File: config.mk
export PLATFORM = sky130hd
export DESIGN_NAME = event_trigger_seq
export DESIGN_NICKNAME = d
export VERILOG_FILES = /design/src/rtl/event_seq_pkg.sv /design/src/rtl/event_gap_timer.sv /design/src/rtl/event_trigger_seq.sv
export SDC_FILE = /design/constraint.sdc
export NUM_CORES = 1
export LEC_CHECK = 0
export ABC_AREA = 1
export CORE_UTILIZATION = 30
export CTS_CLUSTER_DIAMETER = 80
export DETAILED_ROUTE_END_ITERATION = 10
export SLEW_MARGIN = 15
export SYNTH_ARGS = -nofsm -noshare
export SYNTH_HDL_FRONTEND = slang
export SYNTH_SLANG_ARGS = --single-unit
File: constraint.sdc
create_clock -name clk -period 4 [get_ports clk]
set_input_delay 0.4 -clock clk [delete_from_list [all_inputs] [get_ports clk]]
set_output_delay 0.4 -clock clk [all_outputs]
set_load 0.02 [all_outputs]
File: src/rtl/event_seq_pkg.sv
// Shared types and helpers for the event trigger sequencer.
package event_seq_pkg;

  typedef enum logic [1:0] {
    IDLE = 2'd0,
    GAP  = 2'd1,
    FIRE = 2'd2,
    DONE = 2'd3
  } state_e;

  // Index width for a count of n items; never narrower than one bit.
  function automatic int idx_w(input int n);
    if (n <= 2) begin
      return 1;
    end else begin
      return $clog2(n);
    end
  endfunction

endpackage

File: src/rtl/event_gap_timer.sv
// Loadable down-counter that spaces successive event fires.
module event_gap_timer
  import event_seq_pkg::*;
#(
  parameter int TW = 8
) (
  input  logic          clk,
  input  logic          rst,
  input  logic          load,
  input  logic [TW-1:0] load_val,
  input  logic          dec,
  output logic          zero
);

  logic [TW-1:0] value_q;
  logic [TW-1:0] value_d;

  always_comb begin
    value_d = value_q;
    if (load) begin
      value_d = load_val;
    end else if (dec && (value_q != '0)) begin
      value_d = value_q - TW'(1);
    end else begin
      value_d = value_q;
    end
  end

  always_ff @(posedge clk) begin
    if (rst) begin
      value_q <= '0;
    end else begin
      value_q <= value_d;
    end
  end

  assign zero = (value_q == '0);

endmodule

File: src/rtl/event_trigger_seq.sv
// Fires one-cycle pulses on each event line in index order, GAP_CYCLES apart,
// scoring every fire as a hit or a miss against the waiter's arm level.
module event_trigger_seq
  import event_seq_pkg::*;
#(
  parameter int  NUM_EVENTS = 3,
  parameter int  GAP_CYCLES = 100,
  parameter int  CNT_W      = 8,
  localparam int IW         = idx_w(NUM_EVENTS),
  localparam int TW         = idx_w(GAP_CYCLES)
) (
  input  logic                  clk,
  input  logic                  rst,
  input  logic                  start,
  input  logic                  arm,
  output logic [NUM_EVENTS-1:0] evt,
  output logic [IW-1:0]         evt_idx,
  output logic                  busy,
  output logic                  done,
  output logic [CNT_W-1:0]      hit_cnt,
  output logic [CNT_W-1:0]      miss_cnt
);

  state_e                state_q, state_d;
  logic [NUM_EVENTS-1:0] evt_q, evt_d;
  logic [IW-1:0]         idx_q, idx_d;
  logic                  busy_q, busy_d;
  logic                  done_q, done_d;
  logic                  last_q, last_d;
  logic [CNT_W-1:0]      hit_q, hit_d;
  logic [CNT_W-1:0]      miss_q, miss_d;
  logic                  tmr_load;
  logic                  tmr_dec;
  logic                  tmr_zero;

  function automatic logic [CNT_W-1:0] sat_inc(input logic [CNT_W-1:0] c);
    return (&c) ? c : c + CNT_W'(1);
  endfunction

  event_gap_timer #(.TW(TW)) u_gap_timer (
    .clk      (clk),
    .rst      (rst),
    .load     (tmr_load),
    .load_val (TW'(GAP_CYCLES - 1)),
    .dec      (tmr_dec),
    .zero     (tmr_zero)
  );

  // The fire edge reloads the timer itself so the next gap is exactly
  // GAP_CYCLES long; FIRE therefore counts just like GAP.
  always_comb begin
    state_d  = state_q;
    evt_d    = '0;
    idx_d    = idx_q;
    busy_d   = busy_q;
    done_d   = 1'b0;
    last_d   = last_q;
    hit_d    = hit_q;
    miss_d   = miss_q;
    tmr_load = 1'b0;
    tmr_dec  = 1'b0;
    case (state_q)
      IDLE, DONE: begin
        if (start) begin
          state_d  = GAP;
          tmr_load = 1'b1;
          idx_d    = '0;
          busy_d   = 1'b1;
          last_d   = 1'b0;
          hit_d    = '0;
          miss_d   = '0;
        end else begin
          state_d = IDLE;
          busy_d  = 1'b0;
        end
      end
      GAP, FIRE: begin
        if ((state_q == FIRE) && last_q) begin
          state_d = DONE;
          done_d  = 1'b1;
          busy_d  = 1'b0;
          idx_d   = '0;
          last_d  = 1'b0;
        end else if (tmr_zero) begin
          state_d = FIRE;
          evt_d   = NUM_EVENTS'(1) << idx_q;
          if (arm) begin
            hit_d = sat_inc(hit_q);
          end else begin
            miss_d = sat_inc(miss_q);
          end
          if (idx_q == IW'(NUM_EVENTS - 1)) begin
            last_d = 1'b1;
          end else begin
            idx_d    = idx_q + IW'(1);
            tmr_load = 1'b1;
          end
        end else begin
          state_d = GAP;
          tmr_dec = 1'b1;
        end
      end
      default: begin
        state_d = IDLE;
        busy_d  = 1'b0;
      end
    endcase
  end

  always_ff @(posedge clk) begin
    if (rst) begin
      state_q <= IDLE;
      evt_q   <= '0;
      idx_q   <= '0;
      busy_q  <= 1'b0;
      done_q  <= 1'b0;
      last_q  <= 1'b0;
      hit_q   <= '0;
      miss_q  <= '0;
    end else begin
      state_q <= state_d;
      evt_q   <= evt_d;
      idx_q   <= idx_d;
      busy_q  <= busy_d;
      done_q  <= done_d;
      last_q  <= last_d;
      hit_q   <= hit_d;
      miss_q  <= miss_d;
    end
  end

  assign evt      = evt_q;
  assign evt_idx  = idx_q;
  assign busy     = busy_q;
  assign done     = done_q;
  assign hit_cnt  = hit_q;
  assign miss_cnt = miss_q;

endmodule

### Yosys cells after proc, flatten, opt, wreduce, memory -nomap -nowiden

Cells that the tools add are included.

* flip-flop bits (word level): 33
* bits of input ports: 4
* output and inout port bits: 23
* word-level logic and storage cells: 87

* add/subtract/negate cells: 4
* equality and inequality tests: 15
* shift-type cells: 1
* mux-type cells: 38
* bitwise operators: 2
* reduce and logical (&&, ||, !) cells: 17

Operator list (count)
* 8-bit 2-to-1 mux: 9
* 8-bit one-hot mux with 2 select lines: 2
* 8-bit by 1-bit adder with 8-bit output, second input constant: 2
* 2-bit != test, second input constant: 8
* 8-bit AND reduction: 2
* 1-bit 2-to-1 mux: 14
* 7-bit 2-to-1 mux: 2
* 2-bit 2-to-1 mux: 6
* 5-bit AND reduction: 2
* 3-bit != test, second input constant: 3
* 2-bit one-hot mux with 2 select lines: 2
* 2-bit OR reduction: 4
* 7-bit logical NOT: 1
* 7-bit nonzero test: 1
* 7-bit by 1-bit subtractor with 7-bit output, second input constant: 1
* 2-bit equality test, second input constant: 3
* 1-bit one-hot mux with 2 select lines: 3
* 3-bit AND reduction: 2
* 4-bit OR reduction: 1
* 1-bit by 2-bit left shift with 3-bit output, first input constant: 1
* 2-bit by 1-bit adder with 2-bit output, second input constant: 1
* 2-bit by 1-bit equality test with 1-bit output, second input constant: 1
* 1-bit logical AND: 2
* 2-bit logical NOT: 1
* 2 further kinds: 3

### Depth between registers and ports, before layout

* word-level depth: 7
* depth in mapped cells: 13
* mapped depth without buffers: 12

### Hierarchy

From an unflattened synthesis, not the netlist that was laid out.

* cells, all modules: 298
* area, all modules: 1931.9 µm²

By module, submodules not included
* event_trigger_seq: instances 1, cells an instance 206, area an instance 1401.3 µm², seq. area each 520.5 µm²
* event_gap_timer: instances 1, cells an instance 92, area an instance 530.5 µm², seq. area each 140.1 µm²

### Worst setup path before layout

Ideal clock, no wire load.

* path kind: register to register
* start: register state_q[0]
* end: register hit_q[5], in the netlist hit_cnt[5]
* library setup time: 0.109 ns
* arrival time: 1.493 ns
* data required time: 3.891 ns
* slack: 2.399 ns
* cell stages (with the launch flop): 14
* path buffers: 1
* path through: dfxtp_1 inv_1 ha_1 buf_6 inv_8 nand2_4 clkinv_2 nand2_2 o21ai_4 nand2_4 nand2_2 nand2_1 nand2_1 inv_1

* longest elaborated chain between the ends: 4

RTL lines
* start, declared: RTL line event_trigger_seq.sv:24 `state_e state_q, state_d;`
* start signal, assigned: RTL line event_trigger_seq.sv:121 `state_q <= state_d;`
* 2-bit equality test (tied with other cells): RTL line event_trigger_seq.sv:62, event_trigger_seq.sv:78
* 2-bit OR reduction / 1-bit logical AND (equally long branches): RTL line event_trigger_seq.sv:62, event_trigger_seq.sv:78
* 2-bit != test (no line)
* 5-bit AND reduction (no line)
* end signal, assigned: RTL line event_trigger_seq.sv:127 `hit_q <= hit_d;`
* end, declared: RTL line event_trigger_seq.sv:30 `logic [CNT_W-1:0] hit_q, hit_d;`

Several ways; a longest one is shown, not always the timed one.
A chain may end at the register's enable or synchronous reset.

### Worst setup path after layout

Same ends and word-level chain as after synthesis.

==> summary.md <==
| Metric | Value |
|---|---|
| Die height | ~80 um |
| Slew @ Worst Pin | around 0.54 ns |
| Clock Pin Slew Worst Setup and Hold Paths | about 0.070 ns |
| Multi-input logic area | a little under 1000 sq um |
| Placement row count | 27 |
| Synthesized-area fraction occupied by adder cells | 0.0346 |
| Final Hold Viols | 0 |
| H-tree Lvls | 2 |
| Pins Over Slew Limit | 0 |
| Setup tns final | 0 ns |
| First DRT Iteration DRCs | between 100 and 150 |
| Layout cells sized above 1 | 0.119 |
| Fill cell count | about 640 |
| Area Overhead vs Synth | 24.1% |
| Slew Limit Headroom | 0.641 |
| Area post-placement | 2140 sq um |
| Syn. warnings | 0 |
| Yosys top cell area share | 0.365 |
| Routed Antenna Nets | 0 |
| Initial Util | 0.319 |
| Setup Crit Path Kind | reg2reg |
| Top cells by area, synth | dfxtp_1 37%, nand2_1 13%, inv_1 7.5% |
| Synth Area in Compound Gates | 0.0989 |
| Vias in the first global route | about 1500 |
| TritonCTS clock tree | yes |
| Total die area | between 6000 and 7000 sq um |
| DRT Wirelength | about 4000 um |
| Max Buffers Root-to-Sink | 2 |
| Peak VDD IR | about 0.22 mV |
| Number of synthesized register bits | 33 |
| Crit path max fanout | 9 |
| Status | complete, no violations |
| I/O pins | 27 |
| Vias per cell | 4.54 |
| Dominant cell type by area after synthesis | dfxtp_1 |
| Leakage | between 0.9 and 1 nW |
| Post-synthesis mux area share | 0.00553 |
| Placed instance count | roughly 360 |
| Total track usage | 0.139 |
| Antenna violations before repair | 0 |
| GR Overflow Total | 0 |
| Mapped Area | around 1800 sq um |
| Ant. Diodes | 0 |
| Clock sink count | 33 |
| Worst setup SP type | register |
| Register area share after synthesis | 0.365 |
| Pwr Density | between 400 and 500 nW/um^2 |
| Fin crit period | between 1.5 and 2 ns |
| WHS | between 0.4 and 0.5 ns |
| PnR Total Power | roughly 1.1 mW |
| Synth cell types | 28 |
| TritonCTS Buffers | 5 |
| RSZ-0062 raised after global routing | no |
| # port buffers | 26 |
| Nets@finish | around 300 |
| WL/cell | 10.8 um |
| DRT Pass-1 Iters | 4 |
| Root Driver | clkbuf_8 |
| Fraction of registers with async set/reset | 0 |
| Largest family of logic cells by synthesized area | simple AND/OR/NAND/NOR gates |
| XOR/XNOR Fraction of Synth Area | 0.00968 |
| Largest net degree at the start of global routing | 14 |
| Cts hold-fix bufs | 0 |
| Residual DRC | 0 |
| Average size of a mapped cell | slightly below 7 sq um |
| Post-CTS Resized | 0 |
| Tcrit/Tclk final | 0.483 |
| Final Instance Count excl. Fillers | around 370 |
| Number of synthesized flops with an enable pin | 0 |
| Net Count, Synth | approximately 270 |
| Via Count | 1666 |
| Core Area | about 5700 sq um |
| Final Wtd Congestion | between 0.8 and 0.9 |
| F_max | between 500 and 600 MHz |
| Die Wd | roughly 80 um |
| WP data required | about 4.2 ns |
| Syn Inst Count | approximately 260 |
| Reg area | about 660 sq um |
| Post-synth top flop | dfxtp_1 |
| Setup crit end kind | register |
| DP HPWL | approximately 3000 um |
| Setup bufs post-CTS | 0 |
| Final instance area | 2250 sq um |
| Layout Skew | roughly 0.01 ns |
| Max-Cap Viols | 0 |
| Synth Area in Simple Gates | 0.390 |
| Worst hold path class | reg2reg |
| Final Setup Violations | 0 |
| Worst-Skew Late Latency | between 0.2 and 0.3 ns |
| WP data arrival | between 2 and 2.5 ns |
| First-pass GRT wire length | between 6000 and 7000 um |
## synthesized netlist by cell type (all sizes together), types with 2 or more instances
cell type  instances
a21oi             22
dfxtp             33
ha                 5
inv               39
nand2             74
nand3             22
nand4              8
nor2              38
o21ai             10
or2                3
xor2               2
## power breakdown
part	internal, mW	switching [mW]	leakage [nW]
registers	0.370	0.0386	0.269
clock network	0.156	0.120	0.0542
logic	0.149	0.261	0.618
total	0.675	0.420	0.942
## critical path, cell delays in order (launching register included)
cell and delay (ns):
dfxtp_1 0.31, inv_1 0.04, ha_1 0.48, inv_8 0.15
nand2_4 0.06, clkinv_2 0.08, nand2_2 0.06, o21ai_4 0.28
nand2_4 0.11, nand2_2 0.10, nand2_1 0.06, nand2_1 0.05
inv_1 0.03
## cells by family after synthesis
kind of cell,after synthesis
XOR/XNOR,2
buffers and inverters,42
flip-flops,33
multiplexers,1
adder cells (fa/ha/maj),5
AO/OA/AOI/OAI,33
AND/OR/NAND/NOR,147
## final cells by class
cell class                      count  area share
Sequential cell                    33       0.294
Tap cell                           72      0.0401
Inverter                           40      0.0708
Timing Repair Buffer               26       0.116
Multi-Input combinational cell    188       0.434
Clock inverter                      1     0.00223
Clock buffer                        7      0.0429
## cells in the final DEF, fill, tap and decap left out
cell type and n:
o21ai_1 2, nor3_1 1, o21ai_0 7, clkinv_2 2, nor2_4 3, xor2_1 2, nand3_4 2, nor2_1 31
clkdlybuf4s50_1 26, nand2_4 2, nand3_1 19, nor4_1 1, mux2i_1 1, inv_2 2, o21bai_1 1, dfxtp_1 33
nand3_2 1, clkbuf_8 7, nand2_1 65, a21oi_1 22, inv_8 1, inv_1 36, o21ai_4 1, nor2_2 4
or2_2 3, ha_1 5, nand4_1 8, nand2_2 7
## per-layer routing
metal / vias to the layer above / GRT usage / part of all wire
met2: 38 / 0.214 / 0.43
met1: 720 / 0.187 / 0.52
met4: 0 / 0.0491 / 0.015
met5: - / 0 / 0
li1: 903 / - / -
met3: 5 / 0.0320 / 0.042
## metrics by stage
step                 util  setup WS (ns)
floorplan               -           2.40
global placement    0.378           1.98
detailed placement  0.378           1.93
CTS                 0.396           2.07
global route        0.396           1.89
finish              0.396           2.07
## registers in the layout, summed over array words and instances (netlist names)
| signal | cells |
|---|---|
| hit_cnt | 8 |
| miss_cnt | 8 |
| u_gap_timer.value_q | 7 |
| evt | 3 |
| evt_idx | 2 |
| state_q | 2 |
| busy | 1 |
| done | 1 |
| last_q | 1 |
## final timing paths
path / end / slack, ns / startpoint / cells past startpoint
max: hit_cnt[5] / 2.07 / state_q[0] / 12
min: last_q / 0.48 / last_q / 2
max reg2reg: hit_cnt[5] / 2.07 / state_q[0] / 12
min reg2reg: last_q / 0.48 / last_q / 2
Power figures use the tool's default switching activity.
